### src/rtl/mp_add_pkg.sv
// Shared definitions for the limb-serial multi-precision adder: FSM states and limb-index sizing.
package mp_add_pkg;

    localparam int MP_LIMB_W  = 64;
    localparam int MP_N_LIMBS = 4;

    typedef enum logic [1:0] {
        ST_IDLE = 2'd0,
        ST_RUN  = 2'd1,
        ST_DONE = 2'd2
    } state_t;

    // Limb-index width; N_LIMBS is always >= 2 so $clog2 never yields zero.
    function automatic int idx_w(input int n_limbs);
        return $clog2(n_limbs);
    endfunction

endpackage

### src/rtl/mp_limb_adder.sv
// Single shared LIMB_W-bit combinational adder with carry in/out.
module mp_limb_adder #(
    parameter int LIMB_W = 64
) (
    input  logic [LIMB_W-1:0] iA,
    input  logic [LIMB_W-1:0] iB,
    input  logic              iC,
    output logic [LIMB_W-1:0] oSum,
    output logic              oC
);

    logic [LIMB_W:0] w_full;

    assign w_full = {1'b0, iA} + {1'b0, iB} + {{LIMB_W{1'b0}}, iC};
    assign oSum   = w_full[LIMB_W-1:0];
    assign oC     = w_full[LIMB_W];

endmodule

### src/rtl/mp_add_sequencer.sv
// Limb-serial multi-precision adder: one limb per cycle, LSB first, carry held in a register.
// Defining MP_ADD_SUB_EN adds the iSub port and A-B support (B inverted, carry seed forced to 1).
module mp_add_sequencer
    import mp_add_pkg::*;
#(
    parameter int LIMB_W  = MP_LIMB_W,
    parameter int N_LIMBS = MP_N_LIMBS
) (
    input  logic                      iClk,
    input  logic                      iRst,
    input  logic                      iStart,
    input  logic [LIMB_W*N_LIMBS-1:0] iA,
    input  logic [LIMB_W*N_LIMBS-1:0] iB,
    input  logic                      iCarryIn,
`ifdef MP_ADD_SUB_EN
    input  logic                      iSub,
`endif
    output logic                      oBusy,
    output logic                      oDone,
    output logic [LIMB_W*N_LIMBS-1:0] oResult,
    output logic                      oCarryOut,
    output logic [1:0]                oDbgState
);

    localparam int W     = LIMB_W * N_LIMBS;
    localparam int IDX_W = idx_w(N_LIMBS);
    localparam logic [IDX_W-1:0] LAST_IDX = IDX_W'(N_LIMBS - 1);

    state_t             r_state;
    logic [IDX_W-1:0]   r_idx;
    logic               r_carry;
    logic [W-1:0]       r_a;
    logic [W-1:0]       r_b;
    logic [W-1:0]       r_result;
    logic               r_cout;
    logic               r_done;

    logic [LIMB_W-1:0]  w_a_limb;
    logic [LIMB_W-1:0]  w_b_limb;
    logic [LIMB_W-1:0]  w_sum;
    logic               w_c;

    assign w_a_limb = r_a[r_idx*LIMB_W +: LIMB_W];
    assign w_b_limb = r_b[r_idx*LIMB_W +: LIMB_W];

    mp_limb_adder #(.LIMB_W(LIMB_W)) u_limb_adder (
        .iA   (w_a_limb),
        .iB   (w_b_limb),
        .iC   (r_carry),
        .oSum (w_sum),
        .oC   (w_c)
    );

    always_ff @(posedge iClk) begin
        if (iRst) begin
            r_state  <= ST_IDLE;
            r_idx    <= '0;
            r_carry  <= 1'b0;
            r_a      <= '0;
            r_b      <= '0;
            r_result <= '0;
            r_cout   <= 1'b0;
            r_done   <= 1'b0;
        end else begin
            case (r_state)
                ST_IDLE: begin
                    r_done <= 1'b0;
                    if (iStart) begin
                        r_a      <= iA;
`ifdef MP_ADD_SUB_EN
                        // Two's-complement subtract: A + ~B + 1.
                        r_b      <= iSub ? ~iB : iB;
                        r_carry  <= iSub ? 1'b1 : iCarryIn;
`else
                        r_b      <= iB;
                        r_carry  <= iCarryIn;
`endif
                        r_idx    <= '0;
                        r_result <= '0;
                        r_cout   <= 1'b0;
                        r_state  <= ST_RUN;
                    end
                end
                ST_RUN: begin
                    r_result[r_idx*LIMB_W +: LIMB_W] <= w_sum;
                    r_carry <= w_c;
                    // Index holds on the last limb; it only returns to 0 through accept.
                    if (r_idx == LAST_IDX) begin
                        r_cout  <= w_c;
                        r_done  <= 1'b1;
                        r_state <= ST_DONE;
                    end else begin
                        r_idx <= r_idx + IDX_W'(1);
                    end
                end
                ST_DONE: begin
                    r_done  <= 1'b0;
                    r_state <= ST_IDLE;
                end
                default: begin
                    r_done  <= 1'b0;
                    r_state <= ST_IDLE;
                end
            endcase
        end
    end

    assign oBusy     = (r_state != ST_IDLE);
    assign oDone     = r_done;
    assign oResult   = r_result;
    assign oCarryOut = r_cout;
    assign oDbgState = r_state;

endmodule

### config.mk
export PLATFORM = sky130hd
export DESIGN_NAME = mp_add_sequencer
export DESIGN_NICKNAME = d
export VERILOG_FILES = /design/src/rtl/mp_add_pkg.sv /design/src/rtl/mp_limb_adder.sv /design/src/rtl/mp_add_sequencer.sv
export SDC_FILE = /design/constraint.sdc
export NUM_CORES = 2
export LEC_CHECK = 0
export CORE_MARGIN = 2
export CORE_UTILIZATION = 25
export DETAILED_ROUTE_END_ITERATION = 7
export HOLD_SLACK_MARGIN = 0.02
export PLACE_DENSITY_LB_ADDON = 0.12
export SLEW_MARGIN = 20
export SYNTH_ARGS = -nofsm -noshare
export SYNTH_HDL_FRONTEND = slang
export SYNTH_SLANG_ARGS = --single-unit
### constraint.sdc
create_clock -name iClk -period 4.14 [get_ports iClk]
set_input_delay 0.621 -clock iClk [delete_from_list [all_inputs] [get_ports iClk]]
set_output_delay 0.621 -clock iClk [all_outputs]
set_load 0.01 [all_outputs]
==> flow_summary.ini <==
[status]
outcome = complete, no violations

[synthesis]
yosysTopAreaCellShare_pct = 47.25
synthSimpleGateAreaFrac_pct = 17.14
synth_xor_area_share_pct = 1.414
ys_warn_count = 0
synth-compound-area-share_pct = 18.88
yosysSeqAreaShare_pct = 47.25
synth_fa_ha_area_share_pct = 2.675
synth_ff_type = dfxtp_1
ys_types = 71
synth-seq-cells = 775
avgSynthCellArea_sq_um = 8.714
synth_top_area_cell = dfxtp_1
synth_edf_count = 0
synthCells = 3768
synthMuxAreaShare_pct = 9.039
synth_nets = 4353
synth_top_family_by_area = compound AO/OA/AOI/OAI gates
synth_top_cells_by_area = dfxtp_1 (47%), nand2_1 (13%), a21oi_1 (8.9%)
synthArstFlopShare_pct = 0
synth_area_sq_um = 32830

[clocking]
cts_sinks = 775
tritoncts = built
cts_buffer_depth = 3
htree_levels = 3
insertion_delay_ns = 0.69
cts_buffers = 93
clockRootBuffer = clkbuf_16
cts_hold_buffers = 0
clkTransAtPathRegs_ns = 0.06

[drt]
wire_per_inst_um = 22.46
dr.first_iter.drc_count = 2299
wirelength_met1_um = 67890
first_pass_iters = 5
met2_wirelength_um = 67320
drt.antenna.violating_nets = 0
drcViolationCount = 0
highest_layer = met5
via_per_inst = 4.746
vias = 31000
dr_wl_met3_um = 8702
totalWireLength_um = 146700

[setup_path]
cp.arrival_ns = 4.72
crit_type = reg2reg
cp.required_ns = 4.76
end_kind = flop
worstPathMaxFanout = 5
start_kind = flop

[timing]
setup_viol = 0
rsz0062_at_grt = yes
finalCritPeriodShare_pct = 98.90
fin_tns_setup_ns = 0
slew_headroom_pct = 26.35
worst_slew_pin_slew_ns = 1.105
skew_ns = 0.03583
fmax_mhz = 244.2
min_period_ns = 4.094
hold_violations = 0
slew_violations = 0

[final_layout]
fin_util_pct = 38.11
finalNetCount = 5300
drive_above_1_share_pct = 16.98
layout_commonest_cell = nand2_1
syn_to_final_growth_pct = 50.86
finalNonFillerCells = 6532
layout_common_cells = nand2_1 (1120), clkdlybuf4s50_1 (775), dfxtp_1 (773)

[placement]
post-dp-hpwl_um = 109400
place_congestion = 0.8191
io_buffers = 776
dp_cells = 6313

[global_routing]
grt_max_degree = 183
grt_pass1_vias = 30460
gr-total-overflow = 0
grt_pass1_wl_um = 211000
grtUsageTotal_pct = 20.96
antenna_found_initial = 19

[floorplanning]
die_x_um = 366.4
core_area_sq_um = 130000
num_rows = 132
die_y_um = 366.4
die_area_sq_um = 134200
ios = 777
start_util_pct = 25.26

[run]
max-cap-violations = 0

[power]
power_mw = 19.83
ir_drop_mv = 0.2718
powerDensity_nw_per_um2 = 400.4
leakagePower_nw = 18.48

[min_path]
min-delay-path-class = in2reg
-- flip-flops by register name (all words and copies together) (netlist names) --
| name | cells |
|---|---|
| oCarryOut | 1 |
| oDbgState | 2 |
| oDone | 1 |
| oResult | 256 |
| r_a | 256 |
| r_b | 256 |
| r_carry | 1 |
| r_idx | 2 |
-- layout make-up --
type	instances	area (sq um)
repair buffers	1146	11360
well taps	1742	2180
flip-flops and latches	775	15520
inverters	15	56.30
diodes	3	7.507
fillers	13260	80450
clock inverters	28	360.3
multi-input cells	2684	17330
clock buffers	139	2711
-- power by group --
group	internal [mW]	leakage, nW	switching, mW
Combinational	1.64	10.6	1.90
Clock	4.90	1.52	3.40
Sequential	7.80	6.33	0.192
-- final timing paths --
kind         startpoint            to  slack [ns]  depth (start not counted)
max            r_idx[0]  oResult[178]        0.05                         19
min                iRst      r_a[122]        0.40                          2
max reg2reg    r_idx[0]  oResult[178]        0.05                         19
min reg2reg    r_a[173]      r_a[173]        0.45                          2
-- Yosys cell counts (25+ instances only) --
master,count
o21ai_0,53
dfxtp_1,775
buf_1,28
nand2_1,1130
ha_1,67
nor2_1,163
clkbuf_1,258
nand3_1,25
xnor2_1,27
mux4_2,128
a21o_1,37
a22oi_1,105
xor2_1,26
a22o_1,116
a21oi_1,587
-- per-stage QoR --
step / cell area (sq um) / worst slack (ns) / hold slack, ns
floorplan: 32850 / -0.02747 / 0.4331
global placement: 44580 / -1.471 / 0.4394
detailed placement: 44580 / -1.020 / 0.4438
CTS: 48800 / -0.01351 / 0.4114
global route: 49530 / -0.09007 / 0.4384
finish: 49530 / 0.04557 / 0.3975
-- what timing repair did --
| item | CTS | global route |
|---|---|---|
| setup buffers | 28 | 20 |
| endpoints found under the setup margin | 123 | 129 |
| pin swaps | 32 | 41 |
| gates cloned | 7 | 0 |
| gates resized for setup | 108 | 108 |
| endpoints found under the hold margin | 0 | 0 |
-- critical path, stage by stage (launching register included) --
cell	delay (ns)
dfxtp_4	0.38
buf_12	0.14
buf_16	0.14
buf_12	0.12
buf_4	0.10
mux4_2	0.53
ha_4	0.29
o21ai_0	0.07
o21bai_1	0.20
a21oi_2	0.11
buf_6	0.13
o21ai_4	0.18
nand3b_1	0.14
buf_6	0.16
a21o_4	0.23
o31a_1	0.28
buf_12	0.16
o21ai_4	0.19
xor2_4	0.27
a22o_1	0.18
-- layer usage --
layer	vias to the layer above	global-route usage, %
met5	-	0
met4	12	4.891
met3	157	4.262
met2	879	33.68
met1	14940	28.76
li1	15010	-
-- cell families after synthesis --
group,Yosys count
AO/OA/AOI/OAI,1006
XOR/XNOR,53
adder cells (fa/ha/maj),69
buffers and inverters,309
AND/OR/NAND/NOR,1420
multiplexers,136
flip-flops,775
Note: power is estimated with default switching activity, not from simulation.
